$ cat config.mk
export PLATFORM = sky130hd
export DESIGN_NAME = reorder_buffer
export DESIGN_NICKNAME = d
export VERILOG_FILES = /design/src/rtl/reorder_buffer.sv
export SDC_FILE = /design/constraint.sdc
export NUM_CORES = 2
export LEC_CHECK = 0
export ABC_AREA = 1
export BUFFER_PORTS_ARGS = -buffer_cell sky130_fd_sc_hd__buf_2
export CORE_ASPECT_RATIO = 0.7
export CORE_MARGIN = 2
export CORE_UTILIZATION = 24
export CTS_BUF_LIST = sky130_fd_sc_hd__clkbuf_8
export DETAILED_ROUTE_END_ITERATION = 12
export PLACE_DENSITY = 0.39
export SLEW_MARGIN = 10
export SYNTH_ARGS = -nofsm -noshare
export SYNTH_HDL_FRONTEND = slang
export SYNTH_SLANG_ARGS = --single-unit
$ cat constraint.sdc
create_clock -name clk -period 9.8 [get_ports clk]
set_input_delay 1.96 -clock clk [delete_from_list [all_inputs] [get_ports clk]]
set_output_delay 1.96 -clock clk [all_outputs]
set_load 0.02 [all_outputs]
$ cat src/rtl/reorder_buffer.sv
// In-order commit reorder buffer: allocates entries at the tail, accepts CDB results,
// retires the head one entry per cycle and raises a pipeline flush on a mispredicted commit.
module reorder_buffer #(
  parameter int unsigned ROB_SIZE = 16,
  parameter int unsigned ROB_ID_W = 4,
  parameter int unsigned DATA_W   = 32
) (
  input  logic                clk,
  input  logic                rst,
  input  logic                rdy,
  input  logic                ID_valid,
  input  logic [4:0]          ID_rd,
  output logic [ROB_ID_W-1:0] ID_ROB_id,
  output logic                ROB_full,
  input  logic                CDB_valid,
  input  logic [ROB_ID_W-1:0] CDB_ROB_id,
  input  logic [DATA_W-1:0]   CDB_value,
  input  logic                CDB_mispredict,
  input  logic [DATA_W-1:0]   CDB_target_pc,
  input  logic [ROB_ID_W-1:0] Q1_ROB_id,
  input  logic [ROB_ID_W-1:0] Q2_ROB_id,
  output logic                Q1_ready,
  output logic                Q2_ready,
  output logic [DATA_W-1:0]   Q1_value,
  output logic [DATA_W-1:0]   Q2_value,
  output logic                RF_commit_valid,
  output logic [4:0]          RF_commit_rd,
  output logic [ROB_ID_W-1:0] RF_commit_ROB_id,
  output logic [DATA_W-1:0]   RF_commit_value,
  output logic                flush,
  output logic [DATA_W-1:0]   flush_pc
);

  localparam int unsigned CNT_W = ROB_ID_W + 1;

  logic [ROB_SIZE-1:0] busy;
  logic [ROB_SIZE-1:0] done;
  logic [ROB_SIZE-1:0] mispred;
  logic [4:0]          rd_q     [ROB_SIZE];
  logic [DATA_W-1:0]   value_q  [ROB_SIZE];
  logic [DATA_W-1:0]   target_q [ROB_SIZE];

  logic [ROB_ID_W-1:0] head;
  logic [ROB_ID_W-1:0] tail;
  logic [CNT_W-1:0]    count;

  logic do_commit;
  logic do_flush;
  logic do_alloc;
  logic do_wb;

  // A mispredicted commit wins over any allocation or writeback in the same cycle.
  always_comb begin
    ROB_full  = (count == CNT_W'(ROB_SIZE));
    ID_ROB_id = tail;
    do_commit = rdy && busy[head] && done[head];
    do_flush  = do_commit && mispred[head];
    do_alloc  = rdy && ID_valid && !ROB_full && !do_flush;
    do_wb     = rdy && CDB_valid && busy[CDB_ROB_id] && !do_flush;
  end

  // Operand forwarding: a same-cycle CDB broadcast bypasses the stored entry.
  always_comb begin
    Q1_ready = busy[Q1_ROB_id] && done[Q1_ROB_id];
    Q1_value = value_q[Q1_ROB_id];
    Q2_ready = busy[Q2_ROB_id] && done[Q2_ROB_id];
    Q2_value = value_q[Q2_ROB_id];
    if (CDB_valid && (CDB_ROB_id == Q1_ROB_id)) begin
      Q1_ready = 1'b1;
      Q1_value = CDB_value;
    end
    if (CDB_valid && (CDB_ROB_id == Q2_ROB_id)) begin
      Q2_ready = 1'b1;
      Q2_value = CDB_value;
    end
  end

  // Control state, entry flags and registered commit/flush outputs.
  always_ff @(posedge clk) begin
    if (rst) begin
      busy             <= '0;
      done             <= '0;
      mispred          <= '0;
      head             <= '0;
      tail             <= '0;
      count            <= '0;
      RF_commit_valid  <= 1'b0;
      RF_commit_rd     <= '0;
      RF_commit_ROB_id <= '0;
      RF_commit_value  <= '0;
      flush            <= 1'b0;
      flush_pc         <= '0;
    end else begin
      RF_commit_valid <= 1'b0;
      flush           <= 1'b0;
      if (do_commit) begin
        RF_commit_valid  <= (rd_q[head] != 5'd0);
        RF_commit_rd     <= rd_q[head];
        RF_commit_ROB_id <= head;
        RF_commit_value  <= value_q[head];
      end
      if (do_flush) begin
        flush    <= 1'b1;
        flush_pc <= target_q[head];
        busy     <= '0;
        head     <= '0;
        tail     <= '0;
        count    <= '0;
      end else begin
        if (do_wb) begin
          done[CDB_ROB_id]    <= 1'b1;
          mispred[CDB_ROB_id] <= CDB_mispredict;
        end
        if (do_alloc) begin
          busy[tail]    <= 1'b1;
          done[tail]    <= 1'b0;
          mispred[tail] <= 1'b0;
          tail          <= tail + ROB_ID_W'(1);
        end
        if (do_commit) begin
          busy[head] <= 1'b0;
          head       <= head + ROB_ID_W'(1);
        end
        case ({do_alloc, do_commit})
          2'b10:   count <= count + CNT_W'(1);
          2'b01:   count <= count - CNT_W'(1);
          default: count <= count;
        endcase
      end
    end
  end

  // Entry payload needs no reset: it is only read once the entry's flags qualify it.
  always_ff @(posedge clk) begin
    if (!rst) begin
      if (do_wb) begin
        value_q[CDB_ROB_id]  <= CDB_value;
        target_q[CDB_ROB_id] <= CDB_target_pc;
      end
      if (do_alloc) begin
        rd_q[tail] <= ID_rd;
      end
    end
  end

endmodule

==> run_summary.xml <==
<?xml version="1.0" encoding="UTF-8"?>
<metrics>
  <group name="cts">
    <metric name="clock_insertion_delay_worst_skew" unit="ps">1010</metric>
    <metric name="postCtsSetupRepairBufs" unit="">0</metric>
    <metric name="cts_buffer_depth" unit="">4</metric>
    <metric name="tritoncts" unit="">built</metric>
    <metric name="cts.sinks" unit="">1244</metric>
    <metric name="cts_resized" unit="">0</metric>
    <metric name="cts_inserted_buffers" unit="">224</metric>
    <metric name="clk_pin_slew_worst_paths" unit="ps">60</metric>
    <metric name="htree_levels" unit="">4</metric>
    <metric name="clockRootBuffer" unit="">clkbuf_8</metric>
    <metric name="holdBufCountCts" unit="">0</metric>
  </group>
  <group name="logic_synthesis">
    <metric name="netlist-cell-type-count" unit="">43</metric>
    <metric name="asyncSetResetFlopFracSynth" unit="%">0</metric>
    <metric name="ys_seq_elements" unit="">1244</metric>
    <metric name="synth-seq-area-share" unit="%">61.68</metric>
    <metric name="synth_area_per_cell" unit="µm²">9.831</metric>
    <metric name="synthesis.nets" unit="">6029</metric>
    <metric name="post_synth_edffs" unit="">1104</metric>
    <metric name="synth.yosys.warnings" unit="">0</metric>
    <metric name="synth.cell_area" unit="µm²">58300</metric>
    <metric name="synthesis.instances" unit="">5930</metric>
    <metric name="synth_top_flop_cell" unit="">edfxtp_1</metric>
  </group>
  <group name="sta">
    <metric name="final_hold_viol_count" unit="">0</metric>
    <metric name="report.final.slew_viol_count" unit="">0</metric>
    <metric name="rsz0062_at_grt" unit="">false</metric>
    <metric name="final.period_utilization" unit="%">75.76</metric>
    <metric name="worst-slew-pin-transition" unit="ps">1214</metric>
    <metric name="setup_violations" unit="">0</metric>
    <metric name="clock_skew" unit="ps">145.5</metric>
    <metric name="achievable-frequency" unit="GHz">0.1347</metric>
    <metric name="layout_min_cycle_time" unit="ps">7424</metric>
    <metric name="timing.max_slew.rel_slack" unit="%">18.89</metric>
    <metric name="final_critical_path_setup_slack" unit="ps">2376</metric>
    <metric name="setup_total_negative_slack" unit="ps">0</metric>
  </group>
  <group name="worst_setup_path">
    <metric name="critPathCaptureType" unit="">output pin</metric>
    <metric name="reg2reg_depth" unit="">14</metric>
    <metric name="timing.setup.critical_path_class" unit="">in2out</metric>
    <metric name="worst-path-max-fanout" unit="">24</metric>
    <metric name="cp-start-kind" unit="">primary input</metric>
    <metric name="reg_to_reg_startpoint" unit="">head[1]</metric>
    <metric name="timing.critical_path.mode_cell" unit="">buf_2</metric>
    <metric name="timing.critical_path.slowest_cell_delay" unit="ps">680</metric>
    <metric name="cp_slowest_cell" unit="">buf_2</metric>
    <metric name="destination_of_the_worst_register_to_register_timing_path" unit="">value_q[9][22]</metric>
    <metric name="reg2reg_setup_slack" unit="ps">3630</metric>
    <metric name="cp_data_arrival_time" unit="ps">5460</metric>
    <metric name="path_cells" unit="">buf_2 -&gt; clkinv_2 -&gt; nand2_1 -&gt; o21ai_0 -&gt; a221oi_1 -&gt; o2111ai_4 -&gt; buf_4 -&gt; a31oi_1 -&gt; buf_2</metric>
    <metric name="critPathRequiredTime" unit="ps">7840</metric>
  </group>
  <group name="min_path">
    <metric name="min_delay_worst_endpoint" unit="">flush_pc[22]</metric>
    <metric name="hold_depth" unit="">2</metric>
    <metric name="worst_min_delay_path_class" unit="">reg2reg</metric>
    <metric name="hold_start" unit="">flush_pc[22]</metric>
  </group>
  <group name="power_and_ir_drop">
    <metric name="cellLeakagePower" unit="nW">22.49</metric>
    <metric name="powerDensity" unit="nW/µm²">165.5</metric>
    <metric name="vdd.ir_drop.worst" unit="µV">102.6</metric>
  </group>
  <group name="route">
    <metric name="route.detailed.drc" unit="">0</metric>
    <metric name="ant_nets" unit="">0</metric>
    <metric name="routed_via_density" unit="">5.206</metric>
    <metric name="first_pass_iters" unit="">9</metric>
    <metric name="num_vias" unit="">48840</metric>
    <metric name="detailedRoute.firstIterationViolations" unit="">5593</metric>
    <metric name="routed_wl" unit="µm">247000</metric>
    <metric name="post_drt_wl_per_cell" unit="µm">26.33</metric>
  </group>
  <group name="status">
    <metric name="result_of_the_run" unit="">finished clean</metric>
  </group>
  <group name="global_route">
    <metric name="grt_antenna_before_repair" unit="">27</metric>
    <metric name="grt_util_all_layers" unit="%">19.32</metric>
    <metric name="vias_in_the_first_global_route" unit="">46050</metric>
    <metric name="grt_start_max_net_pins" unit="">288</metric>
    <metric name="overflow" unit="">0</metric>
    <metric name="grt_first_pass_wirelength" unit="µm">347500</metric>
  </group>
  <group name="floorplanning">
    <metric name="placeableCoreArea" unit="µm²">241600</metric>
    <metric name="die_area" unit="µm²">246900</metric>
    <metric name="number_of_rows_created_at_floorplan" unit="">151</metric>
    <metric name="floorplan.io_pins" unit="">233</metric>
    <metric name="initial_core_util" unit="%">24.12</metric>
    <metric name="fp.dieW" unit="µm">593.1</metric>
    <metric name="floorplan.die.height" unit="µm">416.3</metric>
  </group>
  <group name="finish">
    <metric name="layout-drive-gt1-share" unit="%">10.29</metric>
    <metric name="area.growth.synth_to_final" unit="%">14.10</metric>
    <metric name="layout.filler_cells" unit="">25340</metric>
    <metric name="num-nets-final" unit="">6090</metric>
  </group>
  <group name="placement">
    <metric name="place.gp.congestion" unit="">0.7940</metric>
    <metric name="post-dp-hpwl" unit="µm">131900</metric>
    <metric name="port_buffers" unit="">232</metric>
    <metric name="detailedPlace.worstSlack" unit="ps">2499</metric>
  </group>
  <group name="flow_run">
    <metric name="cap_violations" unit="">0</metric>
  </group>
</metrics>
[cell usage in the layout, fill, tap and decap left out, types with 11 or more instances in the layout]
| master | instances |
|---|---|
| clkinv_1 | 44 |
| o211ai_1 | 28 |
| buf_4 | 81 |
| o21ai_0 | 1194 |
| nand2_1 | 525 |
| a21oi_1 | 251 |
| clkinv_2 | 22 |
| o22ai_1 | 252 |
| a31oi_1 | 81 |
| clkbuf_8 | 238 |
| dfxtp_1 | 138 |
| inv_1 | 254 |
| o21ai_1 | 39 |
| nor2_4 | 19 |
| o221ai_1 | 181 |
| edfxtp_1 | 1104 |
| a2bb2oi_1 | 11 |
| nand3_1 | 203 |
| ha_1 | 12 |
| a22o_1 | 34 |
| buf_2 | 226 |
| nor2_1 | 1124 |
[synthesized netlist by cell type (30+ instances only)]
| cell | number | area [µm²] |
|---|---|---|
| o22ai_1 | 252 | 1577 |
| edfxtp_1 | 1104 | 33150 |
| o21ai_1 | 39 | 195.2 |
| buf_1 | 30 | 112.6 |
| o221ai_1 | 181 | 1585 |
| buf_2 | 70 | 350.3 |
| inv_1 | 167 | 626.9 |
| nand3_1 | 203 | 1016 |
| nor2_1 | 1141 | 4283 |
| a22o_1 | 34 | 297.8 |
| nand2_1 | 526 | 1974 |
| clkbuf_1 | 364 | 1366 |
| a31oi_1 | 81 | 506.7 |
| a21oi_1 | 251 | 1256 |
| o21ai_0 | 1194 | 5976 |
| dfxtp_1 | 140 | 2803 |
[report_power, final]
group,internal (mW),switching [mW],total (mW)
combinational,0.151,0.527,0.678
clock,2.26,2.30,4.56
sequential,5.77,0.00322,5.77
[layer usage]
layer	vias up	track usage [%]	routed length, µm
li1	21770	-	-
met1	24200	27.04	110600
met2	2333	29.95	110100
met3	511	3.322	18110
met4	14	6.618	8065
met5	-	0	84
[stage by stage]
| step | instance area [µm²] | util [%] | total power, mW | instances | hold slack, ps |
|---|---|---|---|---|---|
| finish | 66520 | 27.53 | 11.01 | 9381 | 453.9 |
| CTS | 66500 | 27.52 | 11.16 | 9375 | 459.3 |
| floorplan | 58300 | - | 6.219 | 5930 | 435.4 |
| detailed placement | 62540 | 25.88 | 6.555 | 8978 | 446.2 |
| global route | 66510 | 27.53 | 11.42 | 9379 | 472.9 |
| global placement | 62540 | 25.88 | 6.554 | 8978 | 444.5 |
[flip-flops by register name, summed over array words and instances, names as in the netlist, 5 cells and up, named ones only]
name             flops
flush_pc            32
mispred             16
RF_commit_value     32
value_q            512
RF_commit_rd         5
count                5
done                16
busy                16
rd_q                80
target_q           512
[logic make-up after synthesis]
family | share of synthesized area, %
buffers and inverters | 4.593
AOI/OAI and AO/OA | 20.58
adders and majority gates | 0.2575
muxes | 0.01717
xor gates and xnor gates | 0.1202
DFF | 61.68
and+or+nand+nor | 12.76
[final cells by class]
type,count,area [µm²],area share [%]
clock inverter,161,711.9,1.070
sequential,1244,35960,54.06
timing repair buffer,319,1967,2.957
multi-input combinational,4021,19850,29.84
inverter,181,744.5,1.119
tap,3213,4020,6.044
antenna,6,15.01,0.02257
clock buffer,236,3248,4.883
[how the worst max path moves through the flow]
stage	startpoint	to	slack (ps)	cells after the start
2_1_floorplan	CDB_ROB_id[0]	target_q[3][0]	1770	12
3_3_place_gp	Q2_ROB_id[3]	Q2_value[18]	2390	9
3_5_place_dp	Q2_ROB_id[3]	Q2_value[18]	2500	9
4_1_cts	Q2_ROB_id[3]	Q2_value[18]	2440	9
5_1_grt	Q2_ROB_id[3]	Q2_value[15]	2380	9
6_report	Q2_ROB_id[3]	Q2_value[18]	2380	9
[critical path, delay by kind of cell]
| kind | cells | cell delay, ps |
|---|---|---|
| buffers and inverters | 4 | 1600 |
| AOI/OAI and AO/OA | 4 | 1670 |
| and+or+nand+nor | 1 | 100 |
(Power assumes the default switching activity.)
